<file path="config.mk">
export PLATFORM = sky130hd
export DESIGN_NAME = fetch_sequencer
export DESIGN_NICKNAME = d
export VERILOG_FILES = /design/src/rtl/mips_pkg.sv /design/src/rtl/fetch_skid_buf.sv /design/src/rtl/fetch_sequencer.sv
export SDC_FILE = /design/constraint.sdc
export NUM_CORES = 1
export LEC_CHECK = 0
export ABC_AREA = 1
export CORE_MARGIN = 1.5
export CORE_UTILIZATION = 33
export CTS_CLUSTER_DIAMETER = 50
export DETAILED_ROUTE_END_ITERATION = 16
export DONT_BUFFER_PORTS = 1
export GPL_ROUTABILITY_DRIVEN = 1
export PLACE_DENSITY = 0.53
export REMOVE_ABC_BUFFERS = 1
export SETUP_SLACK_MARGIN = 0.2
export SKIP_LAST_GASP = 1
export SLEW_MARGIN = 15
export SYNTH_ARGS = -nofsm -noshare
export SYNTH_HDL_FRONTEND = slang
export SYNTH_HIERARCHICAL = 1
export SYNTH_SLANG_ARGS = --single-unit
</file>
<file path="constraint.sdc">
create_clock -name clk -period 5.15 [get_ports clk]
set_input_delay 1.03 -clock clk [delete_from_list [all_inputs] [get_ports clk]]
set_output_delay 1.03 -clock clk [all_outputs]
set_load 0.03 [all_outputs]
</file>
<file path="src/rtl/mips_pkg.sv">
// Shared definitions for the MIPS fetch path: the fetch FSM encoding, the
// default reset vector and the instruction/PC widths.
package mips_pkg;

  localparam int XLEN = 32;
  localparam logic [XLEN-1:0] NOP_INSTR = 32'h0000_0000;
  localparam logic [XLEN-1:0] DEFAULT_RESET_PC = 32'h0000_0000;

  typedef enum logic [1:0] {
    ST_IDLE  = 2'd0,
    ST_FETCH = 2'd1,
    ST_HOLD  = 2'd2,
    ST_DRAIN = 2'd3
  } fetch_state_e;

  function automatic logic [XLEN-1:0] word_align(input logic [XLEN-1:0] addr);
    return {addr[XLEN-1:2], 2'b00};
  endfunction

endpackage

</file>
<file path="src/rtl/fetch_skid_buf.sv">
// One-entry {instr, PC} holding register that catches a returned instruction
// when decode is stalled and the output slot is still occupied.
module fetch_skid_buf
  import mips_pkg::*;
(
  input  logic            clk,
  input  logic            reset,
  input  logic            i_load,
  input  logic            i_unload,
  input  logic            i_clear,
  input  logic [XLEN-1:0] i_instr,
  input  logic [XLEN-1:0] i_pc,
  output logic            o_full,
  output logic [XLEN-1:0] o_instr,
  output logic [XLEN-1:0] o_pc
);

  logic            r_full;
  logic [XLEN-1:0] r_instr;
  logic [XLEN-1:0] r_pc;

  // clear (flush) wins over a same-cycle load so a discarded word never lands here
  always_ff @(posedge clk) begin
    if (reset || i_clear) begin
      r_full  <= 1'b0;
      r_instr <= NOP_INSTR;
      r_pc    <= '0;
    end else if (i_load) begin
      r_full  <= 1'b1;
      r_instr <= i_instr;
      r_pc    <= i_pc;
    end else if (i_unload) begin
      r_full  <= 1'b0;
    end
  end

  assign o_full  = r_full;
  assign o_instr = r_instr;
  assign o_pc    = r_pc;

endmodule

</file>
<file path="src/rtl/fetch_sequencer.sv">
// Instruction fetch sequencer: owns the PC, drives the imem req/rdy read port
// and feeds the F/D register, with skid buffering and redirect flushing.
module fetch_sequencer
  import mips_pkg::*;
#(
  parameter logic [XLEN-1:0] RESET_PC = DEFAULT_RESET_PC,
  parameter int              MAX_WAIT = 15
) (
  input  logic            clk,
  input  logic            reset,
  input  logic            stall_D,
  input  logic            redirect,
  input  logic [XLEN-1:0] redirect_PC,
  output logic            imem_req,
  output logic [XLEN-1:0] imem_addr,
  input  logic            imem_rdy,
  input  logic [XLEN-1:0] imem_rdata,
  output logic [XLEN-1:0] instr_F,
  output logic [XLEN-1:0] PC_F,
  output logic [XLEN-1:0] PCPlus4_F,
  output logic            valid_F,
  output logic            timeout_err,
  output fetch_state_e    o_dbg_state
);

  // Handshakes: imem read completes on a cycle with imem_req && imem_rdy, and
  // imem_req/imem_addr stay stable until then. Decode takes the F/D word on a
  // cycle with valid_F && !stall_D; instr_F/PC_F are held while stalled.

  localparam logic [7:0] MAX_WAIT_C = 8'(MAX_WAIT);

  fetch_state_e    r_state;
  logic [XLEN-1:0] r_pc;
  logic [XLEN-1:0] r_drain_addr;
  logic [XLEN-1:0] r_instr;
  logic [XLEN-1:0] r_pc_f;
  logic [XLEN-1:0] r_pcp4_f;
  logic            r_valid;
  logic [7:0]      r_wait_cnt;
  logic            r_timeout;

  logic            w_accept;
  logic            w_req;
  logic            w_capture;
  logic            w_skid_load;
  logic            w_skid_unload;
  logic            w_skid_full;
  logic [XLEN-1:0] w_skid_instr;
  logic [XLEN-1:0] w_skid_pc;
  logic [XLEN-1:0] w_target;

  assign w_accept      = !r_valid || !stall_D;
  assign w_req         = (r_state == ST_FETCH) || (r_state == ST_DRAIN);
  assign w_capture     = (r_state == ST_FETCH) && imem_rdy && !redirect;
  assign w_skid_load   = w_capture && !w_accept;
  assign w_skid_unload = (r_state == ST_HOLD) && w_skid_full && w_accept && !redirect;
  assign w_target      = word_align(redirect_PC);

  fetch_skid_buf u_skid (
    .clk      (clk),
    .reset    (reset),
    .i_load   (w_skid_load),
    .i_unload (w_skid_unload),
    .i_clear  (redirect),
    .i_instr  (imem_rdata),
    .i_pc     (r_pc),
    .o_full   (w_skid_full),
    .o_instr  (w_skid_instr),
    .o_pc     (w_skid_pc)
  );

  always_ff @(posedge clk) begin
    if (reset) begin
      r_state      <= ST_IDLE;
      r_pc         <= RESET_PC;
      r_drain_addr <= RESET_PC;
      r_instr      <= NOP_INSTR;
      r_pc_f       <= '0;
      r_pcp4_f     <= '0;
      r_valid      <= 1'b0;
      r_wait_cnt   <= '0;
      r_timeout    <= 1'b0;
    end else begin
      // The wait count follows the bus request, so it keeps counting through DRAIN.
      if (w_req && !imem_rdy) begin
        if (r_wait_cnt < MAX_WAIT_C) r_wait_cnt <= r_wait_cnt + 8'd1;
        if (r_wait_cnt + 8'd1 >= MAX_WAIT_C) r_timeout <= 1'b1;
      end else begin
        r_wait_cnt <= '0;
      end

      if (redirect) begin
        r_valid <= 1'b0;
      end else if (w_capture && w_accept) begin
        r_instr  <= imem_rdata;
        r_pc_f   <= r_pc;
        r_pcp4_f <= r_pc + 32'd4;
        r_valid  <= 1'b1;
      end else if (w_skid_unload) begin
        r_instr  <= w_skid_instr;
        r_pc_f   <= w_skid_pc;
        r_pcp4_f <= w_skid_pc + 32'd4;
        r_valid  <= 1'b1;
      end else if (r_valid && !stall_D) begin
        r_valid <= 1'b0;
      end

      case (r_state)
        ST_IDLE: begin
          r_state <= ST_FETCH;
          if (redirect) r_pc <= w_target;
        end
        ST_FETCH: begin
          if (redirect) begin
            r_pc <= w_target;
            if (!imem_rdy) begin
              r_state      <= ST_DRAIN;
              r_drain_addr <= r_pc;
            end
          end else if (imem_rdy) begin
            r_pc <= r_pc + 32'd4;
            if (!w_accept) r_state <= ST_HOLD;
          end
        end
        ST_HOLD: begin
          if (redirect) begin
            r_pc    <= w_target;
            r_state <= ST_FETCH;
          end else if (w_skid_unload) begin
            r_state <= ST_FETCH;
          end
        end
        ST_DRAIN: begin
          // Stale read completes here and its data is dropped.
          if (redirect) r_pc <= w_target;
          if (imem_rdy) r_state <= ST_FETCH;
        end
        default: r_state <= ST_IDLE;
      endcase
    end
  end

  assign imem_req    = w_req;
  assign imem_addr   = (r_state == ST_DRAIN) ? r_drain_addr : r_pc;
  assign instr_F     = r_instr;
  assign PC_F        = r_pc_f;
  assign PCPlus4_F   = r_pcp4_f;
  assign valid_F     = r_valid;
  assign timeout_err = r_timeout;
  assign o_dbg_state = r_state;

endmodule
</file>
==> run metrics <==
status=finished, final reports clean; count of final hold-check violations=0; switching share of power=0.2845; pre-CTS setup slack=1561 ps; combinational share of power=0.086; WL/cell=18.62 microns; CTS sink count=231; gpl congestion=0.8943; initial core utilization=0.3345; Avg Vias per Cell=5.199; Placed Cells=2023; die outline width=187.4 microns; postcts setup bufs=0; largest net degree at the start of global routing=97; ys async rst share=0; sequential share of power=0.399; I/O pin cnt=202; post-synthesis cell type count=31; min Tclk post-route=4126 ps; Die ar.=35110 sq um; Req. time, crit path=4120 ps; Power Density=403.2 nW/um^2; Finished Layout Cells=2090; kind of critical path=flop to output port; Synth Warn #=6; final setup violation count=0; Clk pwr share=0.515; CP max FO=60; Post-Syn Instances=1661; Yosys reg bits=231; die height=187.4 microns; total grt overflow=0; fmax=242.4 MHz; DRT antenna net count=0; Mapped Avg Cell Area=6.753 sq um; Layout area overhead=13.06%; Post-Syn Area=11220 sq um; total number of vias=10865; Tcrit/Tclk final=0.8011; Psw=1.455 mW; worst-margin pin slew=1101 ps; Setup Skew=22.06 ps; initial antenna violation count=2; core box area=33530 sq um; FILL cells=3582; Num CTS Buffers=36; share of layout cells above drive strength 1=0.06886; worst setup margin=1024 ps; Max clock buf depth=3; Skew-Pair Late Insertion Delay=530 ps; largest area contributor in the netlist=dfxtp_1; register area share after synthesis=0.4123; Pre-Repair DR Iteration Count=5; Reg2Reg Depth=10; RSZ-0062 raised after global routing=no; Synth top area share=0.4123; Max Slew Vio Count=0; crit path DAT=3100 ps; Site Rows=67; first-pass GRT wire length=59790 microns; kind of end point of the critical path=output port; drt drc=0; H-tree levels=2; Clock Pin Slew Worst Setup and Hold Paths=60 ps; CTS tree=yes; slew margin rel.=0.2633; ys flop type=dfxtp_1; VDD IR max=0.2343 mV; Reg-to-Reg End=instr_F[12]; number of global-route vias before repair=10171; post-CTS sizing=0; R2R Path Start=o_dbg_state[0]; total of max-cap violations=0; Post-synth EDFFs=0; Pleak=4.554 nW; top post-synthesis cells by area=dfxtp_1, nand2_1, a21oi_1, o21ai_0, nor2_1; internal power=3.659 mW; clock tree root driver cell=clkbuf_16; Tot GR Track Use=0.2171; worst reg-to-reg setup slack=2240 ps; Final #Nets=1686; worst min-delay path class=flop to flop; Initial DRC Count=835; critical path capture point=imem_addr[4]; Hold-fix buffers, CTS=0; hpwl dp=25800 microns; final wirelength=38910 microns; port bufs=0; Setup crit start=o_dbg_state[0]; Worst setup SP type=flop
==> final cells by class <==
class,instances,area [sq um],area share
Inverter,106,399.1,0.03147
Clock buffer,47,1035,0.08159
Sequential cell,231,4624,0.3646
Multi-Input combinational cell,1222,5658,0.4461
Timing Repair Buffer,16,132.6,0.01046
Antenna cell,1,2.502,0.0001973
Tap cell,448,560.5,0.04420
Clock inverter,19,270.3,0.02131
==> synth_stat cells (3+ instances only) <==
cell type and instances:
nand2_1 512, dfxtp_1 231, a21oi_1 157, nor2_1 154, o21ai_0 146, inv_1 101
nand3_1 90, a31oi_1 75, clkbuf_1 48, buf_2 23, xor2_1 23, a21oi_2 16
buf_4 16, buf_6 12, or2_2 8, o211ai_1 7, nor3_1 6, o21bai_1 6
nand4_1 5, ha_1 4, buf_1 3, clkbuf_2 3, inv_2 3
==> cells in the final DEF (no fill, tap or decap), types with 5 or more instances in the layout <==
| cell | instances |
|---|---|
| a21oi_1 | 157 |
| a21oi_2 | 16 |
| a31oi_1 | 75 |
| buf_4 | 15 |
| bufinv_16 | 5 |
| clkbuf_16 | 38 |
| clkbuf_8 | 5 |
| dfxtp_1 | 231 |
| inv_1 | 101 |
| inv_6 | 5 |
| nand2_1 | 510 |
| nand3_1 | 90 |
| nand4_1 | 5 |
| nor2_1 | 154 |
| nor3_1 | 5 |
| o211ai_1 | 7 |
| o21ai_0 | 146 |
| o21bai_1 | 6 |
| or2_2 | 8 |
| xor2_1 | 23 |
==> flip-flops by register name, summed over array words and instances (netlist names) <==
| signal | cells |
|---|---|
| instr_F | 32 |
| u_skid/o_pc | 32 |
| valid_F | 1 |
| r_pc | 30 |
| o_dbg_state | 2 |
| u_skid/o_full | 1 |
| r_drain_addr | 30 |
| PCPlus4_F | 30 |
| r_wait_cnt | 8 |
| u_skid/o_instr | 32 |
| timeout_err | 1 |
| PC_F | 32 |
==> per-layer routing <==
metal,share of wire,global-route usage,up-vias
li1,-,-,5367
met1,0.45,0.2889,5073
met2,0.44,0.3386,356
met3,0.088,0.06173,67
met4,0.026,0.06824,2
met5,0.00026,0,-
==> logic make-up (layout without fill, tap and decap cells) <==
family | after synthesis | after routing | synth area share
AOI/OAI and AO/OA | 407 | 407 | 0.1982
other | 1 | 5 | 0.0003343
muxes | 1 | 1 | 0.0008924
and+or+nand+nor | 781 | 781 | 0.2774
DFF | 231 | 231 | 0.4123
adders and majority gates | 4 | 4 | 0.004462
xor gates and xnor gates | 25 | 25 | 0.01952
buffers and inverters | 211 | 188 | 0.08689
==> critical path, cell delays in order (launching register included) <==
cell     delay [ps]
dfxtp_1         820
nand2_2         790
a21oi_1         940
==> how the worst min path moves through the flow <==
stage	from	end	slack, ps	cells past startpoint
2_1_floorplan	u_skid/o_pc[0]	u_skid/o_pc[0]	440	2
3_3_place_gp	u_skid/o_instr[8]	u_skid/o_instr[8]	450	2
3_5_place_dp	u_skid/o_instr[31]	u_skid/o_instr[31]	450	2
4_1_cts	u_skid/o_instr[31]	u_skid/o_instr[31]	460	2
5_1_grt	u_skid/o_instr[12]	u_skid/o_instr[12]	480	2
6_report	u_skid/o_instr[29]	u_skid/o_instr[29]	460	2
==> stage by stage <==
stage	setup TNS, ps	util	power (mW)	hold WS (ps)	cell area (sq um)
2_1_floorplan	-95460	-	2.363	437.9	10650
3_3_place_gp	0	0.3391	2.516	447.6	11370
3_5_place_dp	0	0.3391	2.519	452.4	11370
4_1_cts	0	0.3780	5.172	461.0	12670
5_1_grt	0	0.3781	5.307	477.4	12680
6_report	0	0.3782	5.114	457.9	12680
==> power groups by stage <==
stage / Sequential [mW] / Clock (mW) / Combinational [mW]
after floorplan: 2.04 / 0 / 0.325
after global placement: 2.08 / 0 / 0.436
after detailed placement: 2.08 / 0 / 0.438
after CTS: 2.04 / 2.69 / 0.440
after global routing: 2.05 / 2.77 / 0.485
final: 2.04 / 2.63 / 0.438
Power figures use the tool's default switching activity.
